$ cat src/rtl/dma_pkg.sv
// Shared types and constants for the DMA command queue: address widths,
// transfer direction encodings, the queued command record and FSM states.
package dma_pkg;

  localparam int SIZE      = 16;   // shared-memory word pointer width
  localparam int PROCSIZE  = 12;   // processor-memory address / word-count width
  localparam int WORD_SIZE = 32;   // bits per transferred word
  localparam int PAGE_SIZE = 256;  // words per shared-memory page

  localparam logic READ  = 1'b0;   // shared memory -> processor memory
  localparam logic WRITE = 1'b1;   // processor memory -> shared memory

  typedef struct packed {
    logic                action;
    logic [SIZE-1:0]     ptr;
    logic [PROCSIZE-1:0] copy_start;
    logic [PROCSIZE-1:0] copy_length;
  } dma_cmd_t;

  typedef enum logic [1:0] {
    IDLE,
    ISSUE,
    WAIT_ACK,
    ERROR
  } dma_state_t;

  // A zero-length command completes without involving the DMA engine.
  function automatic logic is_empty_cmd(input dma_cmd_t c);
    return c.copy_length == '0;
  endfunction

endpackage

$ cat src/rtl/dma_cmd_fifo.sv
// Command FIFO for the DMA queue. The head entry stays in place until the
// controller pops it, so an in-flight command still counts toward the level.
// Pointers are log2(DEPTH) bits wide and wrap naturally (DEPTH is a power of two).
module dma_cmd_fifo
  import dma_pkg::*;
#(
  parameter int DEPTH = 4
) (
  input  logic                     clk_i,
  input  logic                     clr_i,
  input  logic                     push_i,
  input  logic                     pop_i,
  input  dma_cmd_t                 data_i,
  output dma_cmd_t                 head_o,
  output logic [$clog2(DEPTH):0]   level_o
);

  localparam int AW = $clog2(DEPTH);
  localparam int LW = AW + 1;

  logic [AW-1:0] wr_q, wr_d;
  logic [AW-1:0] rd_q, rd_d;
  logic [LW-1:0] level_q, level_d;
  logic          push_ok;
  logic          pop_ok;
  dma_cmd_t      mem_q [DEPTH];

  // Next-state for pointers and occupancy; a push into a full FIFO is dropped
  // even when a pop happens on the same edge.
  always_comb begin
    push_ok = push_i && (level_q != LW'(DEPTH));
    pop_ok  = pop_i && (level_q != '0);
    wr_d    = push_ok ? wr_q + AW'(1) : wr_q;
    rd_d    = pop_ok ? rd_q + AW'(1) : rd_q;
    level_d = level_q;
    case ({push_ok, pop_ok})
      2'b10:   level_d = level_q + LW'(1);
      2'b01:   level_d = level_q - LW'(1);
      default: level_d = level_q;
    endcase
  end

  // Control state: cleared by the queue reset, otherwise follows next-state.
  always_ff @(posedge clk_i) begin
    if (clr_i) begin
      wr_q    <= '0;
      rd_q    <= '0;
      level_q <= '0;
    end else begin
      wr_q    <= wr_d;
      rd_q    <= rd_d;
      level_q <= level_d;
    end
  end

  // Entry storage carries no reset; stale contents are never read while empty.
  always_ff @(posedge clk_i) begin
    if (push_ok && !clr_i) begin
      mem_q[wr_q] <= data_i;
    end
  end

  assign head_o  = mem_q[rd_q];
  assign level_o = level_q;

endmodule

$ cat src/rtl/dma_cmd_queue.sv
// DMA command queue: buffers processor commands and hands them one at a time
// to a DMA engine using a toggle handshake (trigger out, ack back). A command
// leaves the FIFO only when its ack toggle is seen; a missing ack within
// TIMEOUT cycles latches a sticky error until the next start.
module dma_cmd_queue
  import dma_pkg::*;
#(
  parameter int DEPTH   = 4,
  parameter int TIMEOUT = 255
) (
  input  logic                   clock,
  input  logic                   start,
  input  logic                   cmd_valid,
  output logic                   cmd_ready,
  input  logic                   cmd_action,
  input  logic [SIZE-1:0]        cmd_ptr,
  input  logic [PROCSIZE-1:0]    cmd_copy_start,
  input  logic [PROCSIZE-1:0]    cmd_copy_length,
  output logic                   trigger,
  input  logic                   ack,
  output logic                   action,
  output logic [SIZE-1:0]        ptr,
  output logic [PROCSIZE-1:0]    copy_start,
  output logic [PROCSIZE-1:0]    copy_length,
  output logic                   busy,
  output logic                   done,
  output logic                   timeout_err,
  output logic [$clog2(DEPTH):0] level
);

  localparam int LW = $clog2(DEPTH) + 1;
  localparam int CW = $clog2(TIMEOUT + 1);

  dma_state_t    state_q;
  dma_cmd_t      cmd_q;
  logic          trigger_q;
  logic          busy_q;
  logic          done_q;
  logic          err_q;
  logic          last_ack_q;
  logic [CW-1:0] cnt_q;

  dma_cmd_t      in_cmd;
  dma_cmd_t      head;
  logic [LW-1:0] fifo_level;
  logic          has_head;
  logic          ack_seen;
  logic          push;
  logic          pop;

  dma_cmd_fifo #(
    .DEPTH (DEPTH)
  ) u_fifo (
    .clk_i   (clock),
    .clr_i   (start),
    .push_i  (push),
    .pop_i   (pop),
    .data_i  (in_cmd),
    .head_o  (head),
    .level_o (fifo_level)
  );

  // Handshake decode; cmd_ready looks only at registered state so the
  // processor side never sees a combinational path from ack or cmd_valid.
  always_comb begin
    in_cmd.action      = cmd_action;
    in_cmd.ptr         = cmd_ptr;
    in_cmd.copy_start  = cmd_copy_start;
    in_cmd.copy_length = cmd_copy_length;
    cmd_ready          = (fifo_level != LW'(DEPTH)) && (state_q != ERROR);
    push               = cmd_valid && cmd_ready;
    has_head           = fifo_level != '0;
    ack_seen           = ack != last_ack_q;
    pop                = 1'b0;
    if (!start) begin
      case (state_q)
        IDLE:     pop = has_head && is_empty_cmd(head);
        WAIT_ACK: pop = ack_seen;
        default:  pop = 1'b0;
      endcase
    end
  end

  // Issue/acknowledge FSM with registered outputs; start overrides everything
  // and resynchronises last_ack to the current ack level.
  always_ff @(posedge clock) begin
    if (start) begin
      state_q    <= IDLE;
      cmd_q      <= '0;
      trigger_q  <= 1'b0;
      busy_q     <= 1'b0;
      done_q     <= 1'b0;
      err_q      <= 1'b0;
      cnt_q      <= '0;
      last_ack_q <= ack;
    end else begin
      done_q <= 1'b0;
      case (state_q)
        IDLE: begin
          // Acks arriving here belong to nothing in flight; absorb them.
          last_ack_q <= ack;
          if (has_head) begin
            if (is_empty_cmd(head)) begin
              done_q <= 1'b1;
            end else begin
              cmd_q   <= head;
              state_q <= ISSUE;
            end
          end
        end
        ISSUE: begin
          last_ack_q <= ack;
          trigger_q  <= ~trigger_q;
          cnt_q      <= '0;
          busy_q     <= 1'b1;
          state_q    <= WAIT_ACK;
        end
        WAIT_ACK: begin
          if (ack_seen) begin
            last_ack_q <= ack;
            done_q     <= 1'b1;
            busy_q     <= 1'b0;
            state_q    <= IDLE;
          end else if (cnt_q == CW'(TIMEOUT - 1)) begin
            // This edge is the TIMEOUT-th waiting cycle; the command stays queued.
            err_q   <= 1'b1;
            state_q <= ERROR;
          end else begin
            cnt_q <= cnt_q + CW'(1);
          end
        end
        default: begin
          // ERROR: frozen until start.
          state_q <= ERROR;
        end
      endcase
    end
  end

  assign trigger     = trigger_q;
  assign action      = cmd_q.action;
  assign ptr         = cmd_q.ptr;
  assign copy_start  = cmd_q.copy_start;
  assign copy_length = cmd_q.copy_length;
  assign busy        = busy_q;
  assign done        = done_q;
  assign timeout_err = err_q;
  assign level       = fifo_level;

endmodule

$ cat config.mk
export PLATFORM = sky130hd
export DESIGN_NAME = dma_cmd_queue
export DESIGN_NICKNAME = d
export VERILOG_FILES = /design/src/rtl/dma_pkg.sv /design/src/rtl/dma_cmd_fifo.sv /design/src/rtl/dma_cmd_queue.sv
export SDC_FILE = /design/constraint.sdc
export NUM_CORES = 1
export LEC_CHECK = 0
export BUFFER_PORTS_ARGS = -buffer_cell sky130_fd_sc_hd__clkbuf_2
export CAP_MARGIN = 30
export CORE_ASPECT_RATIO = 1.4
export CORE_UTILIZATION = 40
export CTS_CLUSTER_SIZE = 14
export DETAILED_ROUTE_END_ITERATION = 7
export HOLD_SLACK_MARGIN = 0.12
export SYNTH_ARGS = -nofsm -noshare
export SYNTH_HDL_FRONTEND = slang
export SYNTH_HIERARCHICAL = 1
export SYNTH_SLANG_ARGS = --single-unit
export TNS_END_PERCENT = 20
$ cat constraint.sdc
create_clock -name clock -period 4.8 [get_ports clock]
set_input_delay 0.72 -clock clock [delete_from_list [all_inputs] [get_ports clock]]
set_output_delay 0.72 -clock clock [all_outputs]
set_load 0.05 [all_outputs]
==> qor.yml, run 1 <==
power:
  ir_worst_vdd_mv: 0.285
  swShare_pct: 31.3
  p_int_uw: 3560
  clkPwrFrac_pct: 32.2
  switchingPower_uw: 1620
  power_uw: 5180
  seqPwrFrac_pct: 46.5
  p_per_area_nw_per_um2: 505
  power_leakage_uw: 0.00349
  p_comb_share_pct: 21.3
worst_setup_path:
  reg2regPathDepth: 12
  ff2ff_setup_slack_ps: 760
  cp_cell_sequence: "mux4_2 > nor4_2 > nand3_1 > o21a_1 > nor2_1 > o31a_1 > ha_1 > inv_1 > fa_1 > xor2_1 > or3_1 > a21oi_1"
  r2r-end: "u_fifo/level_o[2]$_SDFFE_PP0P_"
  cp_slowest_cell: "dfxtp_4"
  arrival_ps: 4470
  worst_setup_path_end_kind: "flop"
  cp-start-kind: "flop"
  critical-path-max-stage-delay_ps: 780
  crit_fanout: 32
  cp.required_ps: 5230
  critical_path_class: "flop to flop"
sta:
  drv_slew: 0
  hold_viol_final: 0
  max_freq_ghz: 0.248
  setup_violations: 0
  rsz0062_at_grt: "no"
  worst_pin_slew_ps: 812
  maxSlewHeadroom_pct: 45.9
  fin_setup_tns_ps: 0
  fin_crit_ps: 4040
  clock_skew_ps: 10.5
  min_period_over_period_pct: 84.1
routing:
  vias_per_cell: 5.16
  routed_wl_um: 17800
  drc: 0
  first_pass_iters: 4
  vias: 4958
  wire_per_inst_um: 18.5
  final_antenna_net_count: 0
  drtIter0Drc: 284
clock_tree:
  clk_pin_slew_ps: 60
  post_cts_resized: 0
  cts.sinks: 229
  cts_hold_buf: 0
  cts_setup_buffers: 0
  cts-root-buf: "clkbuf_16"
  cts_buffers: 23
  clk_latency_ps: 500
  htreeDepth: 1
  cts_tree: "yes"
  ctsLongestPathBuffers: 3
global_routing:
  grt_use_total_pct: 16.4
  grt_pass1_vias: 5234
  grt_pass1_wl_um: 28300
  grt_antenna_before_repair: 0
  grt_max_degree: 71
  grt_overflow: 0
cells_and_area:
  areaGrowthSynthToFinish_pct: 16.9
  nets: 709
  diodes: 0
  fin_util_pct: 48.0
  drive_above_1_share_pct: 28.4
place:
  portBuffers: 93
  gp_congestion: 0.833
  place_hpwl_um: 10900
logic_synthesis:
  yosysMostFrequentCell: "edfxtp_1"
  synth_area_um2: 8780
  synth_area_leaders: "edfxtp_1 56%, dfxtp_1 15%, mux4_2 10%"
  yosysTopAreaCellShare_pct: 56.4
  synth_top_cell_by_area: "edfxtp_1"
  syn_avg_cell_area_um2: 15.9
  ys_ff_latch: 229
  syn_nets: 608
  async_flop_share_pct: 0
  netlist_top_cells_count: "165 x edfxtp_1, 91 x nand2_1, 64 x dfxtp_1, 49 x a21oi_1, 40 x mux4_2"
  ys_seq_area_share_pct: 71.0
  yosysUniqueCellTypes: 49
  synthFlopType: "edfxtp_1"
  synth_edf_count: 165
  yosys_warnings: 6
  synth_cells: 551
worst_hold_path:
  worstHoldPathCells: 1
  min_from: "cmd_ptr[15]"
  hold_path.class: "input port to flop"
  hold_end: "u_fifo/mem_q[1][39]$_DFFE_PP_"
job:
  drv_cap: 0
die:
  core-area_um2: 21400
  die-height_um: 177
  start_util_pct: 41.1
  die_w_um: 127
  ios: 94
  rows: 63
  fp.dieArea_um2: 22600
status:
  outcome: "finished, final reports clean"
worst max-delay path: cells and delay by family (launching register included):
kind,cells,cell delay (ps)
muxes,1,610
adders and majority gates,2,570
xor gates and xnor gates,1,150
buffers and inverters,1,70
DFF,1,780
AOI/OAI and AO/OA,3,560
and+or+nand+nor,4,1200
per-layer routing:
metal	track usage (%)	vias up	part of all wire [%]
met4	4.91	0	1.9
met1	19.0	2525	40
met3	2.93	25	4.7
met2	30.7	114	53
met5	0	-	0
li1	-	2294	-
stage by stage:
step | hold slack [ps] | area (µm²) | instances | worst slack [ps]
5_1_grt | 424 | 10300 | 961 | 423
3_3_place_gp | 443 | 9530 | 918 | 837
2_1_floorplan | 461 | 8780 | 551 | -934
6_report | 438 | 10300 | 961 | 761
4_1_cts | 420 | 10200 | 960 | 686
3_5_place_dp | 447 | 9530 | 918 | 699
layout make-up:
cell class / count / area (µm²)
repair buffers: 102 / 566
flip-flops and latches: 229 / 6240
well taps: 292 / 365
fillers: 1854 / 11100
clock buffers: 33 / 653
inverters: 12 / 45.0
clock inverters: 9 / 50.0
multi-input cells: 284 / 2340
flip-flops by register name (all words and copies together), names as in the netlist, named ones only:
name	flops
action	1
busy	1
cnt_q	8
copy_length	12
copy_start	12
done	1
last_ack_q	1
ptr	16
state_q	2
timeout_err	1
trigger	1
u_fifo/level_o	3
u_fifo/mem_q	164
u_fifo/rd_q	2
u_fifo/wr_q	2
cell usage in the layout, fill, tap and decap left out, types with 6 or more instances in the layout:
master,synthesis,routed
nand3_1,6,6
ha_1,11,11
nand2_1,91,91
clkbuf_2,0,92
buf_4,0,7
inv_1,12,12
mux4_2,40,40
clkbuf_16,0,23
clkbuf_1,10,6
a21oi_1,49,49
edfxtp_1,165,165
nor2_1,17,17
dfxtp_1,64,62
power by group through the flow:
stage / registers (µW) / logic, µW / clock network [µW]
3_3_place_gp: 2440 / 1070 / 0
5_1_grt: 2430 / 1180 / 1790
3_5_place_dp: 2450 / 1090 / 0
2_1_floorplan: 2780 / 459 / 0
6_report: 2410 / 1100 / 1670
4_1_cts: 2410 / 1090 / 1720
cell families after synthesis:
family / after synthesis / share of synthesized area, %
flops: 229 / 71.0
mux: 44 / 10.9
buf+inv: 38 / 2.67
fa+ha+maj: 12 / 1.80
compound gates: 77 / 5.23
simple gates: 144 / 7.44
xor+xnor: 7 / 0.912
worst max path at each step:
stage | cells past startpoint | end | startpoint
global placement | 12 | u_fifo/level_o[2]$_SDFFE_PP0P_ | flop
CTS | 12 | u_fifo/level_o[2]$_SDFFE_PP0P_ | flop
floorplan | 6 | u_fifo/mem_q[1][0]$_DFFE_PP_ | u_fifo/level_o[1]$_SDFFE_PP0P_
detailed placement | 12 | u_fifo/level_o[2]$_SDFFE_PP0P_ | flop
finish | 12 | u_fifo/level_o[2]$_SDFFE_PP0P_ | flop
global route | 12 | u_fifo/level_o[2]$_SDFFE_PP0P_ | flop
No activity file was read; power rests on OpenSTA's default activity.
==> run 2: changes to the inputs <==
==> constraint.sdc (replaced) <==
create_clock -name clock -period 3.83 [get_ports clock]
set_input_delay 0.5745 -clock clock [delete_from_list [all_inputs] [get_ports clock]]
set_output_delay 0.5745 -clock clock [all_outputs]
set_load 0.05 [all_outputs]
==> qor.yml, run 2 (synthesis results as in run 1) <==
status:
  outcome: "finished, final reports clean"
worst_hold_path:
  min_from: "cmd_ptr[13]"
  hold_end: "u_fifo/mem_q[3][37]$_DFFE_PP_"
  hold_path.class: "input port to flop"
  worstHoldPathCells: 1
clock_tree:
  ctsLongestPathBuffers: 3
  cts.sinks: 229
  post_cts_resized: 0
  htreeDepth: 1
  cts_buffers: 23
  cts_setup_buffers: 0
  cts_tree: "yes"
  cts-root-buf: "clkbuf_16"
  clk_pin_slew_ps: 60
  clk_latency_ps: 500
  cts_hold_buf: 0
sta:
  min_period_over_period_pct: 93.1
  maxSlewHeadroom_pct: 55.1
  setup_violations: 0
  clock_skew_ps: 8.07
  hold_viol_final: 0
  drv_slew: 0
  fin_crit_ps: 3560
  worst_pin_slew_ps: 673
  rsz0062_at_grt: "no"
  max_freq_ghz: 0.281
worst_setup_path:
  worst_setup_path_end_kind: "flop"
  critical_path_buf_inv_count: 1
  ff2ff_setup_slack_ps: 270
  critical_path_class: "flop to flop"
  cp_cell_sequence: "mux4_2 > nor4_2 > nand3_1 > o21a_1 > nor2_1 > o31a_1 > ha_1 > inv_1 > fa_1 > xor2_1 > or3_1 > a21oi_1"
  r2r-end: "u_fifo/level_o[2]$_SDFFE_PP0P_"
  critical_path_depth: 12
  crit_fanout: 19
  arrival_ps: 3990
  reg2regPathDepth: 12
  critical-path-max-stage-delay_ps: 590
  cp-start-kind: "flop"
  critPathTopFamily: "simple AND/OR/NAND/NOR gates"
  cp_slowest_cell: "dfxtp_4"
  cp.required_ps: 4250
routing:
  first_pass_iters: 5
  final_antenna_net_count: 0
  vias_per_cell: 5.12
  wire_per_inst_um: 18.5
  vias: 4947
  drtIter0Drc: 238
  routed_wl_um: 17900
  drc: 0
power:
  ir_worst_vdd_mv: 0.381
  p_per_area_nw_per_um2: 640
  power_leakage_uw: 0.00354
  power_uw: 6620
die:
  core-area_um2: 21400
  fp.dieArea_um2: 22600
  die_w_um: 127
  die-height_um: 177
  start_util_pct: 41.1
  ios: 94
  rows: 63
job:
  drv_cap: 0
cells_and_area:
  final_cell_area_um2: 10300
  areaGrowthSynthToFinish_pct: 17.9
  multi_input_area_um2: 2370
  final_common_cell: "edfxtp_1"
  drive_above_1_share_pct: 28.8
  regMostFlops: "u_fifo/mem_q"
  nets: 715
  largest_reg_flops: 164
  seqCellArea_um2: 6240
  diodes: 0
  layout_common_cells: "165 x edfxtp_1, 92 x clkbuf_2, 91 x nand2_1"
  fill_cells: 1805
global_routing:
  grt_pass1_vias: 5269
  grt_pass1_wl_um: 28500
  grt_antenna_before_repair: 0
  grt_max_degree: 59
  grt_use_total_pct: 16.6
  grt_overflow: 0
place:
  placed_area_um2: 9600
  gp_congestion: 0.808
  place_hpwl_um: 11300
  portBuffers: 93
run 2: cell count changes in the layout (fill, tap and decap cells not counted), moves of 2 or more:
cell       previous run  this run
clkbuf_8              4         1
clkbuf_1              6        10
bufinv_16             0         3
nor3b_4               0         4
inv_6                 2         0
buf_4                 7        15
clkinv_1              4         1
nor3b_2               4         0
run 2: through the flow:
stage	setup TNS [ps]	setup WS (ps)	hold WS, ps	std cells	util, %
floorplan	-77940	-488	461	551	-
global placement	0	335	444	925	44.9
detailed placement	0	242	447	925	44.9
CTS	0	230	278	966	48.4
global route	0	39.0	277	966	48.4
finish	0	265	292	966	48.4
run 2: layer usage:
metal / GRT usage (%) / share of wire, % / vias up / routed length (µm)
met2: 30.9 / 54 / 120 / 9730
met3: 2.72 / 4.6 / 23 / 828
li1: - / - / 2303 / -
met5: 0 / 0 / - / 0
met4: 4.96 / 1.6 / 0 / 280
met1: 19.3 / 39 / 2501 / 7030
run 2: worst max path at each step:
| stage | end | slack (ps) | start |
|---|---|---|---|
| after CTS | u_fifo/level_o[2]$_SDFFE_PP0P_ | 230 | flop |
| after global routing | u_fifo/level_o[2]$_SDFFE_PP0P_ | 40 | flop |
| after floorplan | u_fifo/mem_q[1][0]$_DFFE_PP_ | -490 | u_fifo/level_o[1]$_SDFFE_PP0P_ |
| after global placement | u_fifo/level_o[2]$_SDFFE_PP0P_ | 330 | flop |
| after detailed placement | u_fifo/level_o[2]$_SDFFE_PP0P_ | 240 | flop |
| final | u_fifo/level_o[2]$_SDFFE_PP0P_ | 270 | flop |
run 2: where the power goes:
part	leakage [µW]	switching, µW	internal (µW)
Sequential	0.00202	123	2900
Combinational	0.00116	1000	367
Clock	0.000357	891	1340
Total	0.00354	2020	4600
run 2: area by class of cell:
class	instances	share of cell area, %
multi-input combinational	284	22.9
inverter	12	0.435
clock buffer	34	6.06
sequential	229	60.3
clock inverter	7	1.19
tap	292	3.53
timing repair buffer	108	5.59
==> run 3: changes to the inputs <==
--- a/config.mk
+++ b/config.mk
@@ -12,6 +12,7 @@
 export CTS_CLUSTER_SIZE = 14
 export DETAILED_ROUTE_END_ITERATION = 7
 export HOLD_SLACK_MARGIN = 0.12
+export RECOVER_POWER = 50
 export SYNTH_ARGS = -nofsm -noshare
 export SYNTH_HDL_FRONTEND = slang
 export SYNTH_HIERARCHICAL = 1
==> qor.yml, run 3 (synthesis results as in run 1) <==
clock_tree:
  clk_pin_slew_ps: 60
  cts-root-buf: "clkbuf_16"
  cts_tree: "yes"
  htreeDepth: 1
  post_cts_resized: 0
  cts.sinks: 229
  clk_latency_ps: 500
  cts_setup_buffers: 0
  ctsLongestPathBuffers: 3
  cts_buffers: 23
  cts_hold_buf: 0
die:
  core-area_um2: 21400
  fp.dieArea_um2: 22600
  ios: 94
  rows: 63
  die_w_um: 127
  start_util_pct: 41.1
  die-height_um: 177
cells_and_area:
  areaGrowthSynthToFinish_pct: 16.6
  diodes: 0
  fin_util_pct: 47.9
  layout_common_cells: "165 x edfxtp_1, 99 x clkbuf_1, 91 x nand2_1"
  largest_reg_flops: 164
  final_common_cell: "edfxtp_1"
  drive_above_1_share_pct: 15.4
  nets: 715
  regMostFlops: "u_fifo/mem_q"
  fill_cells: 1847
worst_setup_path:
  worst_setup_path_end_kind: "flop"
  arrival_ps: 3990
  cp_slowest_cell: "dfxtp_4"
  crit_fanout: 19
  critical-path-max-stage-delay_ps: 590
  cp-start-kind: "flop"
  critical_path_class: "flop to flop"
  cp_cell_sequence: "mux4_2 > nor4_2 > nand3_1 > o21a_1 > nor2_1 > o31a_1 > ha_1 > inv_1 > fa_1 > xor2_1 > or3_1 > a21oi_1"
  ff2ff_setup_slack_ps: 260
  cp.required_ps: 4250
sta:
  setup_ws_ps: 263
  hold_viol_final: 0
  clock_skew_ps: 8.42
  worst_pin_slew_ps: 703
  fin_crit_ps: 3570
  drv_slew: 0
  rsz0062_at_grt: "no"
  min_period_over_period_pct: 93.1
  max_freq_ghz: 0.280
  fin_setup_tns_ps: 0
  maxSlewHeadroom_pct: 53.3
  setup_violations: 0
worst_hold_path:
  hold_path.class: "input port to flop"
place:
  place_hpwl_um: 11300
  portBuffers: 93
  pre_cts_slack_ps: 242
  gp_congestion: 0.808
power:
  ir_worst_vdd_mv: 0.380
  p_per_area_nw_per_um2: 643
  power_leakage_uw: 0.00326
routing:
  drc: 0
  drtIter0Drc: 254
  vias_per_cell: 5.13
  vias: 4955
  wire_per_inst_um: 18.6
  first_pass_iters: 4
  routed_wl_um: 18000
  final_antenna_net_count: 0
job:
  drv_cap: 0
global_routing:
  grt_pass1_vias: 5269
  grt_use_total_pct: 16.6
  grt_antenna_before_repair: 0
  grt_pass1_wl_um: 28500
  grt_overflow: 0
  grt_max_degree: 59
status:
  outcome: "finished, final reports clean"
run 3: worst max-delay path, delay by kind of cell (launching register included):
kind                     cells  cell delay [ps]
AO/OA/AOI/OAI                3              550
XOR/XNOR                     1              170
adder cells (fa/ha/maj)      2              580
buffers and inverters        1               70
flip-flops                   1              590
multiplexers                 1              590
AND/OR/NAND/NOR              4              960
run 3: final cells by class:
type | count | area (µm²) | area share [%]
Clock buffer | 34 | 627 | 6.13
Clock inverter | 7 | 123 | 1.20
Inverter | 12 | 45.0 | 0.440
Multi-Input combinational cell | 284 | 2370 | 23.1
Sequential cell | 229 | 6240 | 61.0
Tap cell | 292 | 365 | 3.57
Timing Repair Buffer | 108 | 467 | 4.56
run 3: final timing paths:
check                                  start                              to  cells after the start
setup / recovery                        flop  u_fifo/level_o[2]$_SDFFE_PP0P_                     12
hold / removal                   cmd_ptr[13]   u_fifo/mem_q[3][37]$_DFFE_PP_                      1
setup reg to reg                        flop  u_fifo/level_o[2]$_SDFFE_PP0P_                     12
hold reg to reg   copy_start[4]$_SDFFE_PP0P_      copy_start[4]$_SDFFE_PP0P_                      2
run 3: metrics by stage:
step	total power [µW]	instance area, µm²	hold slack [ps]	cells
after global placement	4420	9600	444	925
after floorplan	4060	8800	461	551
after global routing	6860	10200	327	966
final	6580	10200	330	966
after detailed placement	4460	9600	447	925
after CTS	6700	10300	278	966
run 3: per-layer routing:
layer	share of wire, %	vias up	global-route usage [%]
met5	0	-	0
met1	39	2522	19.3
met2	55	109	30.9
met3	4.7	23	2.72
met4	1.6	0	4.96
li1	-	2301	-
run 3: report_power, final:
group          internal (µW)  switching, µW  total, µW  leakage (µW)
clock                   1340            891       2230      0.000357
sequential              2900            122       3020       0.00202
combinational            329           1000       1330      0.000877
total                   4560           2010       6580       0.00326
